$ cat config.mk
export PLATFORM = sky130hd
export DESIGN_NAME = simd_program_sequencer
export DESIGN_NICKNAME = d
export VERILOG_FILES = /design/src/rtl/simd_program_sequencer.sv
export SDC_FILE = /design/constraint.sdc
export NUM_CORES = 2
export LEC_CHECK = 0
export BUFFER_PORTS_ARGS = -buffer_cell sky130_fd_sc_hd__buf_2
export CORE_MARGIN = 5
export CORE_UTILIZATION = 65
export DETAILED_ROUTE_END_ITERATION = 10
export GPL_ROUTABILITY_DRIVEN = 0
export PLACE_DENSITY_LB_ADDON = 0.15
export SYNTH_ARGS = -nofsm -noshare
export SYNTH_HDL_FRONTEND = slang
export SYNTH_SLANG_ARGS = --single-unit
$ cat constraint.sdc
create_clock -name clk -period 24.3 [get_ports clk]
set_input_delay 3.645 -clock clk [delete_from_list [all_inputs] [get_ports clk]]
set_output_delay 3.645 -clock clk [all_outputs]
set_load 0.02 [all_outputs]
$ cat src/rtl/simd_program_sequencer.sv
// simd_program_sequencer
//   Loadable program driver and lane-wise result checker for the SIMD vector
//   processor. Issues one instruction per accepted cycle, compares the
//   processor result against per-step expected vectors and reports error
//   status (saturating count, first failing pc and lane mask).
//
// Optional feature: define SEQ_TRACE_EN to add a DEPTH-entry trace RAM that
//   captures `result` at each accepted step (read via trace_raddr/trace_rdata,
//   one-cycle latency). Undefined: trace_rdata is tied to 0.
//
// Ports:
//   clk, reset            rising-edge clock, async active-high reset
//   prog_we/addr/instr/expect/chk   program memory write port (IDLE/FIN only)
//   prog_len              steps to run (0..DEPTH), latched at start
//   start, abort, stall   run control
//   result                processor result, valid in the issue cycle
//   instruction, instr_valid   issued instruction (combinational from mem[pc])
//   pc, busy, done        run status
//   mismatch              one-cycle pulse after a failing compare
//   err_count, first_err_pc, first_err_lanes   error status
//   trace_raddr, trace_rdata   trace RAM read port
module simd_program_sequencer #(
  parameter int unsigned LANES  = 4,
  parameter int unsigned LANE_W = 32,
  parameter int unsigned DEPTH  = 16,
  parameter int unsigned ADDR_W = 4,
  parameter int unsigned ERR_W  = 8
) (
  input  logic                      clk,
  input  logic                      reset,
  input  logic                      prog_we,
  input  logic [ADDR_W-1:0]         prog_addr,
  input  logic [31:0]               prog_instr,
  input  logic [LANES*LANE_W-1:0]   prog_expect,
  input  logic                      prog_chk,
  input  logic [ADDR_W:0]           prog_len,
  input  logic                      start,
  input  logic                      abort,
  input  logic                      stall,
  input  logic [LANES*LANE_W-1:0]   result,
  output logic [31:0]               instruction,
  output logic                      instr_valid,
  output logic [ADDR_W-1:0]         pc,
  output logic                      busy,
  output logic                      done,
  output logic                      mismatch,
  output logic [ERR_W-1:0]          err_count,
  output logic [ADDR_W-1:0]         first_err_pc,
  output logic [LANES-1:0]          first_err_lanes,
  input  logic [ADDR_W-1:0]         trace_raddr,
  output logic [LANES*LANE_W-1:0]   trace_rdata
);

  localparam int unsigned VEC_W = LANES * LANE_W;
  localparam int unsigned LEN_W = ADDR_W + 1;

  typedef enum logic [1:0] {S_IDLE, S_RUN, S_FIN} state_t;

  state_t             state;
  logic [LEN_W-1:0]   len;
  logic [31:0]        mem_instr  [DEPTH];
  logic [VEC_W-1:0]   mem_expect [DEPTH];
  logic [DEPTH-1:0]   mem_chk;

  logic               step_acc_c;
  logic [LANES-1:0]   lane_fail_c;
  logic               step_fail_c;
  logic               last_step_c;
  logic               prog_wr_c;

  // A step retires on a clean edge in RUN; abort takes priority over it.
  assign step_acc_c  = (state == S_RUN) && !stall && !abort;
  assign step_fail_c = mem_chk[pc] && (|lane_fail_c);
  assign last_step_c = (LEN_W'(pc) == (len - LEN_W'(1)));
  assign prog_wr_c   = prog_we && (state != S_RUN) && (LEN_W'(prog_addr) < LEN_W'(DEPTH));

  // Per-lane compare of the live result against this step's expected vector.
  always_comb begin
    lane_fail_c = '0;
    for (int i = 0; i < LANES; i++) begin
      lane_fail_c[i] = (result[i*LANE_W +: LANE_W] != mem_expect[pc][i*LANE_W +: LANE_W]);
    end
  end

  // Instruction is presented in the same cycle the processor consumes it.
  assign instruction = (state == S_RUN) ? mem_instr[pc] : 32'd0;

  // Program storage, intentionally not reset.
  always_ff @(posedge clk) begin
    if (prog_wr_c) begin
      mem_instr[prog_addr]  <= prog_instr;
      mem_expect[prog_addr] <= prog_expect;
      mem_chk[prog_addr]    <= prog_chk;
    end
  end

  // Run control FSM with registered status outputs.
  always_ff @(posedge clk or posedge reset) begin
    if (reset) begin
      state           <= S_IDLE;
      len             <= '0;
      pc              <= '0;
      busy            <= 1'b0;
      done            <= 1'b0;
      instr_valid     <= 1'b0;
      mismatch        <= 1'b0;
      err_count       <= '0;
      first_err_pc    <= '0;
      first_err_lanes <= '0;
    end else begin
      mismatch <= 1'b0;
      unique case (state)
        S_IDLE, S_FIN: begin
          if (start) begin
            pc              <= '0;
            err_count       <= '0;
            first_err_pc    <= '0;
            first_err_lanes <= '0;
            len             <= (prog_len > LEN_W'(DEPTH)) ? LEN_W'(DEPTH) : prog_len;
            if (prog_len == '0) begin
              state       <= S_FIN;
              done        <= 1'b1;
              busy        <= 1'b0;
              instr_valid <= 1'b0;
            end else begin
              state       <= S_RUN;
              done        <= 1'b0;
              busy        <= 1'b1;
              instr_valid <= 1'b1;
            end
          end
        end
        S_RUN: begin
          if (abort) begin
            state       <= S_IDLE;
            busy        <= 1'b0;
            instr_valid <= 1'b0;
          end else if (step_acc_c) begin
            if (step_fail_c) begin
              mismatch <= 1'b1;
              if (err_count != '1) begin
                err_count <= err_count + ERR_W'(1);
              end
              if (err_count == '0) begin
                first_err_pc    <= pc;
                first_err_lanes <= lane_fail_c;
              end
            end
            if (last_step_c) begin
              state       <= S_FIN;
              busy        <= 1'b0;
              done        <= 1'b1;
              instr_valid <= 1'b0;
            end else begin
              pc <= pc + ADDR_W'(1);
            end
          end
        end
        default: state <= S_IDLE;
      endcase
    end
  end

`ifdef SEQ_TRACE_EN
  logic [VEC_W-1:0] trace_mem [DEPTH];

  // Capture the result of every retired step at its pc.
  always_ff @(posedge clk) begin
    if (step_acc_c) begin
      trace_mem[pc] <= result;
    end
  end

  // Registered read port, usable in any state.
  always_ff @(posedge clk) begin
    trace_rdata <= trace_mem[trace_raddr];
  end
`else
  logic unused_trace;
  assign unused_trace = ^trace_raddr;
  assign trace_rdata  = '0;
`endif

endmodule
==> flow_summary.json <==
{
  "status": "complete, no violations",
  "worstPathArrival_ns": 4.88,
  "drc": 0,
  "synth_enable_flop_cells": 2576,
  "r2r_setup_slack_ns": 17.08,
  "numPortBuffers": 359,
  "drt_wl_total_mm": 250,
  "min_from": "done",
  "min_to": "done",
  "setup_viol": 0,
  "ios": 492,
  "powerDensity_nw_per_um2": 92.8,
  "most-common-layout-cells": "2576 x edfxtp_1, 596 x mux4_2, 359 x buf_2",
  "yosysTopAreaCellShare": 0.756,
  "synthDistinctLibCells": 74,
  "start_util": 0.654,
  "final-seq-area_um2": 78100,
  "finalCritPeriodShare": 0.351,
  "power_leakage_nw": 36.6,
  "rsz0062_at_grt": "false",
  "synth_area_um2": 102000,
  "drive_above_1_share": 0.277,
  "skew_ns": 0.0411,
  "numCtsBuffers": 276,
  "area_delta_synth_final_pct": 11.9,
  "antenna_found_initial": 91,
  "drv_cap": 0,
  "r2r-start": "pc[1]",
  "fillers": 8764,
  "crit_path_end_kind": "output port",
  "fmaxAchievable_mhz": 117,
  "ir_drop_v": 0.0000656,
  "fin_nets": 5526,
  "avgSynthCellArea_um2": 21.8,
  "tns_ns": 0,
  "grt_pass1_wl_mm": 356,
  "yosysWarnings": 0,
  "tritoncts": "done",
  "holdBufCountCts": 0,
  "critPathRequiredTime_ns": 20.65,
  "fp.dieH_um": 407,
  "cts_resized": 0,
  "dpl_cell_area_um2": 106000,
  "min_path_type": "flop to flop",
  "postLayoutCellArea_um2": 115000,
  "die_width_um": 407,
  "insertion_delay_ns": 0.89,
  "dp_hpwl_mm": 134,
  "drtIter0Drc": 6377,
  "slew_violations": 0,
  "dieArea_um2": 165000,
  "path_clk_slew_ns": 0.06,
  "ys_ff_latch": 2606,
  "synthCells": 4702,
  "grt_pass1_vias": 50550,
  "worstPathMaxFanout": 48,
  "avgViaCountPerCell": 6.74,
  "rows": 145,
  "hold_viol": 0,
  "synthFlopType": "edfxtp_1",
  "overflow": 0,
  "yosysTopAreaCell": "edfxtp_1",
  "seq_area_frac_synth": 0.764,
  "report.power.total_mw": 10.6,
  "synth_area_leaders": "edfxtp_1 76%, mux4_2 13%, mux2i_1 2.1%",
  "track_usage": 0.306,
  "tightest_slew_ns": 1.31,
  "drt_pass1_iterations": 6,
  "hold_path_depth": 1,
  "cts_max_level": 5,
  "cts_setup_buffers": 0,
  "clock_sinks": 2606,
  "cp-start-kind": "flop",
  "final_common_cell": "edfxtp_1",
  "critical_path_class": "flop to output port",
  "root_buffer": "clkbuf_16",
  "slew_headroom": 0.124,
  "final_util": 0.732,
  "multi_input_area_um2": 22600,
  "coreArea_um2": 156000,
  "r2r_cells": 13,
  "r2r_end": "first_err_lanes[1]",
  "async_flop_share": 0.0115,
  "num_vias": 50626,
  "wl_per_cell_um": 33.3,
  "ant_nets": 0,
  "clockBufferDepth": 4,
  "grt_max_degree": 116,
  "fin_crit_ns": 8.53,
  "holdWs_ns": 0.492
}
registers in the layout (all words and copies together), names as in the netlist:
signal / cells
len: 5
err_count: 8
busy: 1
mem_expect: 2048
first_err_pc: 4
mem_instr: 512
mismatch: 1
state: 2
first_err_lanes: 4
mem_chk: 16
done: 1
pc: 4
cell usage after synthesis (20+ instances only):
library cell	count
a21oi_1	22
a221oi_1	51
a22oi_1	35
a31oi_1	20
and2_1	37
buf_1	21
buf_2	89
buf_4	153
clkbuf_1	70
dfrtp_1	30
edfxtp_1	2576
mux2_2	43
mux2i_1	211
mux4_2	596
nand2_1	142
nand3_1	20
nor2_1	54
nor3_1	27
o21ai_0	44
o22ai_1	36
xnor2_1	98
xor2_1	76
routing by layer:
layer | up-vias | GRT usage | share of wire
li1 | 20466 | - | -
met1 | 26643 | 0.437 | 0.37
met2 | 2974 | 0.468 | 0.47
met3 | 501 | 0.0931 | 0.12
met4 | 42 | 0.0949 | 0.032
met5 | - | 0.0101 | 0.0010
critical path, cell delays in order, from the launching register on:
cell and delay, ns:
dfrtp_4 0.74, buf_4 0.85, buf_4 0.89, mux4_2 0.63
mux4_2 0.48, and2_1 0.22, buf_2 0.17
power breakdown:
group	total, mW	internal, mW	switching, mW	leakage, nW
combinational	1.65	0.732	0.915	8.92
sequential	5.06	5.02	0.0400	23.6
clock	3.92	2.30	1.62	4.08
metrics by stage:
| step | worst slack, ns | std cells |
|---|---|---|
| 2_1_floorplan | 8.18 | 4829 |
| 3_3_place_gp | 16.53 | 6994 |
| 3_5_place_dp | 16.52 | 6994 |
| 4_1_cts | 15.57 | 7458 |
| 5_1_grt | 15.37 | 7479 |
| 6_report | 15.77 | 7512 |
area by class of cell:
cell class	count	share of cell area
antenna	54	0.00118
clock buffer	336	0.0643
clock inverter	128	0.00838
inverter	14	0.000568
multi-input combinational	1854	0.197
sequential	2606	0.682
tap	2058	0.0225
timing repair buffer	462	0.0236
how the worst max path moves through the flow:
stage            startpoint  cells past startpoint              end
2_1_floorplan  prog_addr[1]                      2       mem_chk[0]
3_3_place_gp          pc[0]                      6  instruction[17]
3_5_place_dp          pc[0]                      6  instruction[23]
4_1_cts               pc[0]                      6  instruction[23]
5_1_grt               pc[0]                      6  instruction[23]
6_report              pc[0]                      6  instruction[23]
cells by family after synthesis:
kind of cell               after synthesis  synth area share
AOI/OAI and AO/OA                      301            0.0214
xor gates and xnor gates               174            0.0149
adders and majority gates                4          0.000489
buffers and inverters                  369            0.0218
DFF                                   2606             0.764
muxes                                  856             0.158
other                                    1         0.0000367
and+or+nand+nor                        391            0.0196
Note: power is estimated with default switching activity, not from simulation.
